**src/rtl/mux2_1b_gl_pkg.sv**
```systemverilog
// Shared sizing for mux2_1b_gl: default counter width and its saturation limit.
// No logic; constants and a helper only.
package mux2_1b_gl_pkg;

  localparam int COUNT_W_DEF = 8;

  // All-ones value of a w-bit counter; valid for 1 <= w <= 32.
  function automatic logic [31:0] sat_limit(input int w);
    return (32'd1 << w) - 32'd1;
  endfunction

  localparam logic [31:0] SAT_LIMIT = sat_limit(COUNT_W_DEF);

endpackage

```
**src/rtl/sat_counter.sv**
```systemverilog
// Saturating up-counter with synchronous active-low clear; sticks at LIMIT.
// Latency: count updates 1 cycle after inc is sampled; backpressure: none.
module sat_counter #(
  parameter int             W     = 8,
  parameter logic [W-1:0]   LIMIT = '1
) (
  input  logic         clk,
  input  logic         reset,
  input  logic         inc,
  output logic [W-1:0] count
);

  always_ff @(posedge clk) begin
    if (!reset) begin
      count <= '0;
    end else if (inc && (count != LIMIT)) begin
      count <= count + W'(1);
    end
  end

endmodule

```
**src/rtl/mux2_1b_gl.sv**
```systemverilog
// Gate-level 2:1 mux with a registered copy of its result and a count of sel=1 edges.
// Latency: out is combinational, out_q and sel_count follow 1 cycle later; backpressure: none.
module mux2_1b_gl
  import mux2_1b_gl_pkg::*;
#(
  parameter int COUNT_W = COUNT_W_DEF
) (
  input  logic               clk,
  input  logic               reset,
  input  logic               in0,
  input  logic               in1,
  input  logic               sel,
  output logic               out,
  output logic               out_q,
  output logic [COUNT_W-1:0] sel_count
);

  wire sel_n;
  wire and0;
  wire and1;

  // Mux path is pure gates so it is independent of clk and reset, and lets X through.
  not g_not  (sel_n, sel);
  and g_and0 (and0, in0, sel_n);
  and g_and1 (and1, in1, sel);
  or  g_or   (out, and0, and1);

  always_ff @(posedge clk) begin
    if (!reset) begin
      out_q <= 1'b0;
    end else begin
      out_q <= out;
    end
  end

  sat_counter #(
    .W     (COUNT_W),
    .LIMIT (COUNT_W'(sat_limit(COUNT_W)))
  ) u_sel_cnt (
    .clk   (clk),
    .reset (reset),
    .inc   (sel),
    .count (sel_count)
  );

endmodule

```
**config.mk**
```make
export PLATFORM = sky130hd
export DESIGN_NAME = mux2_1b_gl
export DESIGN_NICKNAME = d
export VERILOG_FILES = /design/src/rtl/mux2_1b_gl_pkg.sv /design/src/rtl/sat_counter.sv /design/src/rtl/mux2_1b_gl.sv
export SDC_FILE = /design/constraint.sdc
export NUM_CORES = 1
export LEC_CHECK = 0
export ABC_AREA = 1
export CORE_AREA = 2 2 39 41
export DETAILED_ROUTE_END_ITERATION = 10
export DIE_AREA = 0 0 41 43
export PLACE_DENSITY = 0.65
export REMOVE_ABC_BUFFERS = 1
export SLEW_MARGIN = 20
export SYNTH_ARGS = -nofsm -noshare
export SYNTH_HDL_FRONTEND = slang
export SYNTH_SLANG_ARGS = --single-unit
```
**constraint.sdc**
```tcl
create_clock -name clk -period 1.99 [get_ports clk]
set_input_delay 0.398 -clock clk [delete_from_list [all_inputs] [get_ports clk]]
set_output_delay 0.398 -clock clk [all_outputs]
set_load 0.02 [all_outputs]
```
### Word-level counts from Yosys, hierarchy flattened

Cells that the tools add are included.

| word-level totals | value |
|---|---|
| flip-flop bits (word level) | 9 |
| input port bits | 5 |
| output and inout port bits | 10 |
| logic and storage cells | 9 |

| operators by class | value |
|---|---|
| $add $sub $neg | 1 |
| equal/unequal tests | 1 |
| bitwise gates (word level) | 4 |
| reductions and logical operators | 1 |

Operators by type and width:

| operator | number |
|---|---|
| $add 8x1->8 const B | 1 |
| $ne 8x8->1 const B | 1 |
| $and 1x1->1 | 2 |
| $logic_and 1x1->1 | 1 |
| $not 1->1 | 1 |
| $or 1x1->1 | 1 |

### Longest topological paths before layout

Gate-level depths: netlist of the first run.

| logic depth | value |
|---|---|
| depth after elaboration | 3 |
| mapped depth | 8 |
| gate-level depth less buffers | 7 |

### Hierarchy

A second synthesis of the first run with hierarchy kept.

| unflattened totals | value |
|---|---|
| cell total of the unflattened synthesis | 86 |
| area total of the unflattened synthesis | 555.5 um^2 |

Modules (own cells, without submodules):

| module | times used | cells an instance | area each (um^2) |
|---|---|---|---|
| sat_counter | 1 | 76 | 496.7 |
| mux2_1b_gl | 1 | 10 | 58.8 |

### Worst setup path after synthesis of the first run

No wires, ideal clock.

| timing path | value |
|---|---|
| path kind | flip-flop to flip-flop |
| start | register u_sel_cnt.count[0] |
| end | register u_sel_cnt.count[5] |
| arrival | 1.314 ns |
| required time | 1.875 ns |
| slack | 0.561 ns |
| cell stages (with the launch flop) | 8 |
| path buffers | 1 |
| clock period less this slack | 1.429 ns |
| path through | dfxtp_1 > ha_1 > nand2_4 > nor2_1 > nand2_2 > buf_6 > a21oi_1 > nor2_1 |

| on the way | value |
|---|---|
| word-level cells in the longest chain between the ends | 2 |

RTL lines:

| item | line | RTL |
|---|---|---|
| start, declared | sat_counter.sv:10 | `output logic [W-1:0] count` |
| start signal, assigned | sat_counter.sv:17 | `count <= count + W'(1);` |
| branches (longest 2 deep; another with $add 8x1->8) | - |  |

Several ways; the timed one is not identified.
A chain may end at the register's enable or synchronous reset.

### Final worst setup path of the first run

| timing path | value |
|---|---|
| start | input port sel |
| end | output port out |

| on the way | value |
|---|---|
| word-level cells in the longest chain between the ends | 3 |

RTL lines:

| item | line | RTL |
|---|---|---|
| start, declared | mux2_1b_gl.sv:12 | `input logic sel,` |
| $not 1->1 | mux2_1b_gl.sv:23 | `not g_not (sel_n, sel);` |
| $and 1x1->1 | mux2_1b_gl.sv:24 | `and g_and0 (and0, in0, sel_n);` |
| $or 1x1->1 (*) | mux2_1b_gl.sv:26 | `or g_or (out, and0, and1);` |
| end, declared | mux2_1b_gl.sv:13 | `output logic out,` |

Every way passes the cells marked *; elsewhere a longest branch is shown, timed or not.

==> results of run 1 <==
## per-layer routing
metal | wire, um | global-route usage [%]
met5 | 0 | 0
met4 | 32 | 12.0
met3 | 31 | 1.57
met2 | 450 | 19.7
met1 | 455 | 18.3
## cells in the mapped netlist (all sizes together)
master / n
ha: 1
nor2: 13
clkinv: 1
nand2: 22
a21oi: 7
nor3b: 1
a21boi: 1
buf: 3
dfxtp: 9
nand3b: 1
a31oi: 1
inv: 5
nand3: 5
## where the power goes
part           switching, uW  internal (uW)  leakage (uW)
Combinational           27.1           28.2      0.000215
Clock                   73.5           74.3     0.0000177
Sequential              4.81            185     0.0000733
## worst max-delay path, stage by stage
cell and delay, ns:
clkdlybuf4s50_1 0.55, nand2_1 0.09, nand2_1 0.07, dlygate4sd2_1 0.32
## area by class of cell
| cell class | instances | area share (%) |
|---|---|---|
| Multi-Input combinational cell | 52 | 39.0 |
| Clock inverter | 1 | 0.749 |
| Sequential cell | 9 | 27.0 |
| Timing Repair Buffer | 16 | 23.0 |
| Tap cell | 16 | 3.00 |
| Inverter | 6 | 3.93 |
| Clock buffer | 3 | 3.37 |
## state kept, by name, indices dropped and copies added (netlist names)
register / flops
out_q: 1
u_sel_cnt.count: 8
## per-stage QoR
stage	power [uW]	setup WS [ns]	utilization, %	std cells	setup TNS (ns)
finish	393	0.165	48.3	103	0
global route	412	0.0880	48.3	103	0
CTS	398	0.156	48.3	103	0
detailed placement	251	-0.107	46.4	99	-0.107
global placement	250	-0.104	46.4	99	-0.104
floorplan	220	0.610	-	67	0
## timing repair
item | 4_1_cts | 5_1_grt
hold buffers | 0 | 0
gates resized for setup | 1 | 0
hold endpoints to repair | 0 | 0
setup endpoints to repair | 1 | 0
## kinds of logic after synthesis
kind of cell	synth area share [%]
buffers and inverters	11.3
AO/OA/AOI/OAI	9.82
flip-flops	36.3
adder cells (fa/ha/maj)	2.52
AND/OR/NAND/NOR	40.1
## cells in the final DEF (no fill, tap or decap), drive strengths merged
cell type	netlist	layout
dlygate4sd2	0	1
a31oi	1	1
nand3b	1	1
nor3b	1	1
a21boi	1	1
nand3	5	5
dfxtp	9	9
clkinv	1	2
inv	5	5
ha	1	1
nand2	22	22
a21oi	7	7
clkbuf	0	3
nor2	13	13
clkdlybuf4s50	0	13
buf	3	2
## worst paths after layout
check	start	to	slack, ns	depth (start not counted)
hold / removal	u_sel_cnt.count[6]	u_sel_cnt.count[6]	0.50	2
setup reg to reg	u_sel_cnt.count[0]	u_sel_cnt.count[5]	0.63	6
setup / recovery	sel	out	0.17	4
hold reg to reg	u_sel_cnt.count[6]	u_sel_cnt.count[6]	0.50	2
==> metrics.yaml, run 1 <==
outcome:
  status: "completed"
flow_run:
  cap_violations: 0
sta:
  hold_viol_final: 0
  whs_ns: 0.498
  setup_viol_count_final: 0
  clock_skew_ns: 0.00880
  worstMarginPinSlew_ns: 0.330
  report.final.slew_viol_count: 0
  slew-limit-headroom_pct: 77.9
  layout_min_cycle_time_ns: 1.82
  grt_setup_unrepaired: "no"
  fmax_ghz: 0.548
  period_share_pct: 91.7
pwr:
  power_density_mw_per_mm2: 588
  leakagePower_uw: 0.000306
  vdd_drop_max_mv: 0.254
grt:
  track_usage_pct: 14.1
  grt_pass1_wl_um: 1690
  grt_max_degree: 14
  grt_pass1_vias: 436
  grt_overflow_total: 0
  antenna_found_initial: 0
drt:
  initialDrtViolationCount: 4
  vias: 495
  firstDrtPassIters: 3
  routed_wl_um: 970
  drc: 0
  via_per_inst: 4.81
  wl_per_cell_um: 9.42
  drtAntennaViolNets: 0
clock_tree:
  cts_htree_levels: 1
  insertion_delay_ns: 0.27
  cts_root_buffer: "clkbuf_4"
  cts.sinks: 9
  post_cts_buffers: 0
  numCtsBuffers: 3
  clkSlewWorstSetupHoldPaths_ns: 0.06
  cts_buffer_depth: 2
  cts_tree: "done"
layout:
  nFillCells: 154
  fin_area_um2: 668
  drive_above_1_share_pct: 14.9
  multi_input_area_um2: 260
  syn2layout_area_growth_pct: 34.5
  insertedDiodeCount: 0
  fin_nets: 94
  ff_latch_area_um2: 180
logic_synthesis:
  syn_inst: 70
  synth_seq_cells: 9
  syn_avg_cell_area_um2: 7.10
  synth.distinct_cells: 18
  synth_area_leaders: "dfxtp_1, nand2_1, nor2_1"
  synth_top_area_cell: "dfxtp_1"
  synth_area_um2: 497
  ys_seq_area_share_pct: 36.3
  yosys.area.top_type_share_pct: 36.3
  ys_warn_count: 0
die:
  initial_utilization_pct: 35.9
  core-area_mm2: 0.00138
  die_w_um: 41
  rows: 14
  die_height_um: 43
  pin_count: 15
  dieArea_mm2: 0.00176
setup_path:
  cp-end-kind: "primary output"
  cp.required_ns: 1.59
  cp_max_fo: 3
  crit_arrival_ns: 1.43
  path_class: "in2out"
  cp-start-kind: "input port"
place:
  gp_congestion: 0.703
  dp.final_hpwl_um: 724
  portBuffers: 14
  placed_cell_area_um2: 642
worst_hold_path:
  hp-class: "reg2reg"
(Power assumes the default switching activity.)
==> inputs of run 2 (changes only) <==
- CTS_BUF_LIST: unset -> sky130_fd_sc_hd__clkbuf_4
- CTS_CLUSTER_SIZE: unset -> 14
==> results of run 2 <==
No change in the layout: final DEF, timing and power equal those of run 1.
==> inputs of run 3 (changes only) <==
- PLACE_DENSITY: 0.65 -> 0.66
==> run 3 against run 2 <==
  * Critical path depth did not move
  * Hold slack barely moved
  * Combinational power barely moved
  * Critical path type unchanged
  * Largest cell class unchanged
==> metrics.yaml, run 3 (synthesis results as in run 1) <==
place:
  dp.final_hpwl_um: 759  # +4.9%
  pre_cts_ws_ns: -0.123  # -0.0164 ns
  gp_congestion: 0.720  # +2.4%
  placed_cell_area_um2: 642  # unchanged
  portBuffers: 14  # unchanged
sta:
  setup_viol_count_final: 0  # unchanged
  report.final.slew_viol_count: 0  # unchanged
  worstMarginPinSlew_ns: 0.343  # +0.0127 ns
  layout_min_cycle_time_ns: 1.84  # +0.0144 ns
  slew-limit-headroom_pct: 77.1  # -0.85 points
  fmax_ghz: 0.544  # -0.78%
  worst_slack_ns: 0.151  # -0.0144 ns
  period_share_pct: 92.4  # +0.72 points
  clock_skew_ns: 0.00594  # -0.00286 ns
  grt_setup_unrepaired: "no"
  hold_viol_final: 0  # unchanged
grt:
  grt_max_degree: 14  # unchanged
  antenna_found_initial: 0  # unchanged
  grt_overflow_total: 0  # unchanged
  grt_pass1_wl_um: 1830  # +8.2%
  grt_pass1_vias: 414  # -5.0%
  track_usage_pct: 14.9  # +0.79 points
pwr:
  swShare_pct: 25.8  # -0.98 points
  p_clk_share_pct: 40.2  # +2.6 points
  p_switching_uw: 106  # +0.65%
  internal_power_uw: 305  # +5.9%
  power_density_mw_per_mm2: 612  # +4.1%
  p_seq_share_pct: 46.3  # -2.0 points
  comb_power_share_pct: 13.5  # -0.6 points
  total_power_uw: 411  # +4.5%
  leakagePower_uw: 0.000306  # +0.23%
  vdd_drop_max_mv: 0.238  # -6.4%
setup_path:
  path_class: "in2out"
  cp-end-kind: "primary output"
  reg2regPathDepth: 6  # unchanged
  cp_num_buf_inv: 2  # unchanged
  critical-path-slowest-cell: "clkdlybuf4s50_1"
  critPathTopFamily: "buffers and inverters"
  cp_slowest_stage_delay_ns: 0.55  # about the same
  cp-start-kind: "input port"
  rrSetupSlack_ns: 0.62  # about the same
  cp_max_fo: 3  # unchanged
  critPathMostFrequentCell: "nand2_1"
  r2r_start: "u_sel_cnt.count[0]"
  crit_chain: "clkdlybuf4s50_1 -> nand2_1 -> nand2_1 -> dlygate4sd2_1"
  r2r-end: "u_sel_cnt.count[4]"
  crit_arrival_ns: 1.44  # about the same
  cp.required_ns: 1.59  # about the same
clock_tree:
  cts.sinks: 9  # unchanged
  holdBufCountCts: 0  # unchanged
  cts_tree: "done"
  cts_root_buffer: "clkbuf_4"
  cts_htree_levels: 1  # unchanged
  numCtsBuffers: 3  # unchanged
  post_cts_buffers: 0  # unchanged
  clkSlewWorstSetupHoldPaths_ns: 0.06  # about the same
  cts_buffer_depth: 2  # unchanged
  insertion_delay_ns: 0.27  # about the same
  cts_resized: 1  # unchanged
worst_hold_path:
  min_from: "u_sel_cnt.count[6]"
  hp-class: "reg2reg"
  whs_path_depth: 2  # unchanged
  hold_end: "u_sel_cnt.count[6]"
drt:
  drc: 0  # unchanged
  vias: 493  # -0.40%
  wl_met1_um: 477  # +4.8%
  initialDrtViolationCount: 15  # +11
  drtAntennaViolNets: 0  # unchanged
  top_layer: "met4"
  wl_per_cell_um: 10.1  # +6.8%
  firstDrtPassIters: 4  # +1
  via_per_inst: 4.79  # -0.40%
  routed_wl_um: 1040  # +6.8%
  dr_wl_met2_um: 500  # +11%
  wl_met3_um: 27  # -13%
die:
  core-area_mm2: 0.00138  # unchanged
  dieArea_mm2: 0.00176  # unchanged
  die_w_um: 41  # unchanged
  rows: 14  # unchanged
  initial_utilization_pct: 35.9  # unchanged
  pin_count: 15  # unchanged
  die_height_um: 43  # unchanged
layout:
  drive_above_1_share_pct: 14.9  # unchanged
  ff_latch_area_um2: 180  # unchanged
  multi_input_area_um2: 260  # unchanged
  fin_area_um2: 671  # +0.37%
  fin_nets: 94  # unchanged
  layout_common_cells: "nand2_1, clkdlybuf4s50_1, nor2_1, dfxtp_1, a21oi_1"
  syn2layout_area_growth_pct: 35.0
  largest_reg_flops: 8  # unchanged
  insertedDiodeCount: 0  # unchanged
  final_common_cell: "nand2_1"
  reg_top3: "u_sel_cnt.count: 8 flops, out_q: 1 flops"
  largest_register: "u_sel_cnt.count"
  nFillCells: 144  # -6.5%
flow_run:
  cap_violations: 0  # unchanged
outcome:
  status: "completed"
-- run 3: changes by cell type in the layout (fill, tap and decap cells not counted), sizes merged --
cell,before,now
clkinv,2,1
clkbuf,3,4
-- run 3: worst max path at each step --
stage	cells after the start	end	start	slack, ns
after floorplan	6	u_sel_cnt.count[5]	u_sel_cnt.count[0]	0.61
after global placement	4	out	sel	-0.09
after detailed placement	4	out	sel	-0.12
after CTS	4	out	sel	0.15
after global routing	4	out	sel	0.06
final	4	out	sel	0.15
-- run 3: area by class of cell --
cell class	count	area share [%]
clock buffers	4	4.48
inverters	6	3.92
multi-input cells	52	38.8
flip-flops and latches	9	26.9
well taps	16	2.99
repair buffers	16	22.9
-- run 3: metrics by stage --
step | setup TNS (ns) | util [%] | hold WS, ns | std cells
2_1_floorplan | 0 | - | 0.519 | 67
5_1_grt | 0 | 48.5 | 0.544 | 103
4_1_cts | 0 | 48.5 | 0.508 | 103
3_3_place_gp | -0.0903 | 46.4 | 0.484 | 99
6_report | 0 | 48.5 | 0.497 | 103
3_5_place_dp | -0.123 | 46.4 | 0.493 | 99
-- run 3: worst min-delay path, delay by kind of cell, from the launching register on --
family / cells / cell delay, ns
flops: 1 / 0.34
simple gates: 1 / 0.07
compound gates: 1 / 0.05
-- run 3: power by group through the flow --
stage	Combinational, uW	Sequential (uW)	Clock (uW)
CTS	55.9	190	168
global route	61.2	191	179
floorplan	19.4	200	0
detailed placement	56.5	195	0
global placement	56.0	194	0
finish	55.3	190	165
-- run 3: per-layer routing --
metal | global-route usage, % | vias up
met2 | 20.9 | 11
met4 | 8.00 | 0
met1 | 20.5 | 222
li1 | - | 256
met5 | 0 | -
met3 | 3.14 | 4
==> RTL change 1 (config.mk and constraints of run 1) <==
Register the inputs `in0`, `in1` and `sel` before use, cleared by the reset. The logic sees them one clock later. Comments in the files are not updated.
--- a/src/rtl/mux2_1b_gl.sv
+++ b/src/rtl/mux2_1b_gl.sv
@@ -17,2 +17,18 @@
 
+  logic in0_q;
+  logic in1_q;
+  logic sel_q;
+
+  always_ff @(posedge clk) begin
+    if (!reset) begin
+      in0_q <= '0;
+      in1_q <= '0;
+      sel_q <= '0;
+    end else begin
+      in0_q <= in0;
+      in1_q <= in1;
+      sel_q <= sel;
+    end
+  end
+
   wire sel_n;
@@ -22,5 +38,5 @@
   // Mux path is pure gates so it is independent of clk and reset, and lets X through.
-  not g_not  (sel_n, sel);
-  and g_and0 (and0, in0, sel_n);
-  and g_and1 (and1, in1, sel);
+  not g_not  (sel_n, sel_q);
+  and g_and0 (and0, in0_q, sel_n);
+  and g_and1 (and1, in1_q, sel_q);
   or  g_or   (out, and0, and1);
@@ -41,3 +57,3 @@
     .reset (reset),
-    .inc   (sel),
+    .inc   (sel_q),
     .count (sel_count)
Check against the original RTL: not equivalent (Yosys sat finds a counterexample within 4 cycles, from zero or initial values and one cycle with reset low).
==> RTL change 1 against run 1 <==
Sequential cell count increased by 3; design area increased by 15%; first-iteration DRC count grew to 2.5 times the old value; clock power rose by 3%; sequential power is 33% higher; utilization rose by 7.2 points; synthesized area increased by 19%; routed wire length grew 4.3%; setup slack improved by 0.051 ns; via count increased by 13%; sequential share of layout area grew 4.3 points; power increased by 15%.
==> RTL change 1: results <==
set metrics [dict create \
    yosysSeqAreaShare_pct 40.7 \
    gp_congestion 0.744 \
    grt_max_degree 13 \
    syn_avg_cell_area_sq_um 7.12 \
    yosys-top-cells-area "dfxtp_1 41%, nand2_1 13%, nand3_1 7.6%" \
    crit_path_max_incr_delay_ns 0.59 \
    peakVddDrop_v 0.000347 \
    grt_pass1_vias 445 \
    grt_pass1_wl_microns 1630 \
    synthAdderAreaFrac_pct 2.12 \
    drive_gt1_share_pct 12.1 \
    finClkSkew_ns 0.000310 \
    status "completed" \
    wl_met3_microns 50 \
    hpwl_microns 791 \
    wl_microns 1010 \
    drt-pass1-iter-count 4 \
    post_synth_num_cell_types 19 \
    final_cells 115 \
    track_usage_pct 13.5 \
    met2_length_microns 500 \
    met1_length_microns 436 \
    rrSetupSlack_ns 0.68 \
    vias_per_cell 4.87 \
    post_cts_resized 0 \
    worst_hold_slack_ns 0.485 \
    place_inst 112 \
    synth_common_cells "20 x nand2_1, 12 x dfxtp_1, 11 x inv_1" \
    leakagePower_nw 0.386 \
    p_int_mw 0.342 \
    drtIter0Drc 10 \
    r2r_end "u_sel_cnt.count[3]" \
    cp-startpoint "sel_q" \
    synth_compound_area_share_pct 7.63 \
]
[RTL change 1: cell count changes in the layout (fill, tap and decap cells not counted), sizes merged, moves of 2 or more]
| cell | before | now |
|---|---|---|
| nand3 | 5 | 9 |
| inv | 5 | 13 |
| nand4 | 0 | 2 |
| dfxtp | 9 | 12 |
[RTL change 1: layout make-up]
cell class                 count  area (sq um)
clock buffer                   3          22.5
sequential                    12           240
fill                         143           616
tap                           16          20.0
timing repair buffer          15           148
inverter                      14          52.6
multi-input combinational     55           285
[RTL change 1: worst min path at each step]
stage,from,end,cells past startpoint
3_3_place_gp,in0_q,out_q,2
5_1_grt,in0_q,out_q,2
4_1_cts,in0_q,out_q,2
6_report,in0_q,out_q,2
3_5_place_dp,in0_q,out_q,2
2_1_floorplan,in0_q,out_q,2
[RTL change 1: cells by family (layout without fill, tap and decap cells)]
logic type,count (synthesis),in the layout
adder cells (fa/ha/maj),1,1
flip-flops,12,12
AND/OR/NAND/NOR,46,46
AO/OA/AOI/OAI,8,8
buffers and inverters,16,32
[RTL change 1: metrics by stage]
step | power (mW) | setup WS, ns | area, sq um | util (%)
3_5_place_dp | 0.307 | 0.512 | 746 | 53.9
3_3_place_gp | 0.307 | 0.529 | 746 | 53.9
4_1_cts | 0.454 | 0.206 | 768 | 55.5
5_1_grt | 0.470 | 0.176 | 768 | 55.5
2_1_floorplan | 0.282 | 0.648 | 578 | -
6_report | 0.453 | 0.216 | 768 | 55.5
[RTL change 1: routing by layer]
| layer | GRT usage [%] | vias up |
|---|---|---|
| met4 | 8.00 | 0 |
| li1 | - | 291 |
| met2 | 20.3 | 14 |
| met1 | 16.5 | 252 |
| met5 | 0 | - |
| met3 | 3.14 | 3 |
[RTL change 1: power by group through the flow]
stage               sequential, mW  clock (mW)  combinational [mW]
CTS                          0.253       0.152              0.0492
detailed placement           0.258           0              0.0490
finish                       0.252       0.152              0.0486
floorplan                    0.264           0              0.0177
global route                 0.253       0.163              0.0535
global placement             0.258           0              0.0487
[RTL change 1: worst register-to-register path: stages, from the launching register on]
cell and delay [ns]:
dfxtp_1 0.41, ha_1 0.23, nand2_1 0.13, nor2_2 0.14, nand2_4 0.10, a21oi_1 0.13
nor2_1 0.05
==> RTL change 2 (settings of run 1) <==
Without the edit above. `COUNT_W_DEF`: 8 -> 9.
--- a/src/rtl/mux2_1b_gl_pkg.sv
+++ b/src/rtl/mux2_1b_gl_pkg.sv
@@ -4,3 +4,3 @@
 
-  localparam int COUNT_W_DEF = 8;
+  localparam int COUNT_W_DEF = 9;
 
Ports: changed (resized sel_count); port bits go from 15 to 16. No check against the original RTL was run, so the function may have changed too.
==> RTL change 2 against run 1 <==
Die area unchanged; design area up 2.1%; synthesized cell count down 2.9%; routed wire length down 3.6%; sequential cell count up 1; synthesized area down 4.8%; power up 4.3%; setup slack better by 0.065 ns; critical path type unchanged.
==> RTL change 2: results <==
set metrics [dict create \
    r2r_end "u_sel_cnt.count[7]" \
    rrSetupSlack_ns 0.32 \
    r2r_cells 9 \
    track_usage_pct 12.8 \
    power_density_mw_per_mm2 601 \
    grt_pass1_vias 367 \
    drive_gt1_share_pct 10.2 \
    place_area_sq_um 661 \
    post_synth_num_cell_types 14 \
    wl_microns 935 \
    place.port_buffers 15 \
    worstHoldStart "u_sel_cnt.count[0]" \
    drtIter0Drc 1 \
    pre_cts_ws_ns -0.0322 \
    min_to "u_sel_cnt.count[0]" \
    p_seq_mw 0.212 \
    synth_common_cells "15 x nand2_1, 15 x nor2_1, 10 x dfxtp_1" \
    antenna_found_initial 0 \
    grt_max_degree 10 \
    combinationalPower_mw 0.0594 \
    hpwl_microns 728 \
    finClkSkew_ns 0.00156 \
    synthAdderAreaFrac_pct 5.29 \
    synth_compound_area_share_pct 8.47 \
    grt_pass1_wl_microns 1480 \
    peakVddDrop_v 0.000269 \
    leakagePower_nw 0.286 \
    clk_pin_slew_ns 0.06 \
    drt-pass1-iter-count 2 \
    crit_path_max_incr_delay_ns 0.50 \
    gp_congestion 0.710 \
    layout.nets 97 \
    yosys-top-cells-area "dfxtp_1 42%, nand2_1 12%, nor2_1 12%" \
    synth-xor-area-share_pct 1.85 \
    n_fill_cell 139 \
    yosysSeqAreaShare_pct 42.3 \
    p_int_mw 0.307 \
    vias_per_cell 4.64 \
    status "completed" \
    cp.arrival_ns 1.36 \
    relSlewSlack_pct 79.4 \
]
==> RTL change 2: cell types whose count changed in the layout (fill, tap and decap cells not counted), moves of 2 or more <==
cell	run 1	this run
a21oi_1	7	5
clkinv_2	2	0
inv_1	4	7
o21ai_0	0	3
nor2_1	11	15
nand2_1	19	15
==> RTL change 2: worst max path at each step <==
stage / to / startpoint / slack [ns] / cells past startpoint
floorplan: u_sel_cnt.count[7] / u_sel_cnt.count[1] / 0.33 / 9
global placement: out / sel / -0.02 / 4
detailed placement: out / sel / -0.03 / 4
CTS: out / sel / 0.23 / 5
global route: u_sel_cnt.count[7] / u_sel_cnt.count[0] / 0.16 / 9
finish: out / sel / 0.23 / 5
==> RTL change 2: stage by stage <==
step           std cells  hold WS (ns)
2_1_floorplan         67         0.519
3_3_place_gp         101         0.498
3_5_place_dp         101         0.504
4_1_cts              104         0.513
5_1_grt              104         0.544
6_report             104         0.512
==> RTL change 2: cell type report <==
cell class | count | area [sq um] | share of cell area [%]
Timing Repair Buffer | 18 | 171 | 25.1
Clock buffer | 3 | 22.5 | 3.30
Tap cell | 16 | 20.0 | 2.94
Sequential cell | 10 | 200 | 29.4
Multi-Input combinational cell | 50 | 241 | 35.4
Inverter | 7 | 26.3 | 3.85
==> RTL change 2: layer usage <==
layer | wire length (microns) | vias up | GRT usage (%)
met2 | 425 | 10 | 16.3
met3 | 32 | 5 | 3.14
met4 | 31 | 0 | 12.0
met1 | 445 | 214 | 16.5
met5 | 0 | - | 0
li1 | - | 254 | -
==> RTL change 2: critical path, delay by kind of cell <==
family                 cells  cell delay (ns)
buffers and inverters      3             0.86
and+or+nand+nor            2             0.11
==> RTL change 2: timing repair <==
item,in CTS,in global routing
setup endpoints to repair,1,0
resized for setup,1,0
endpoints found under the hold margin,0,0
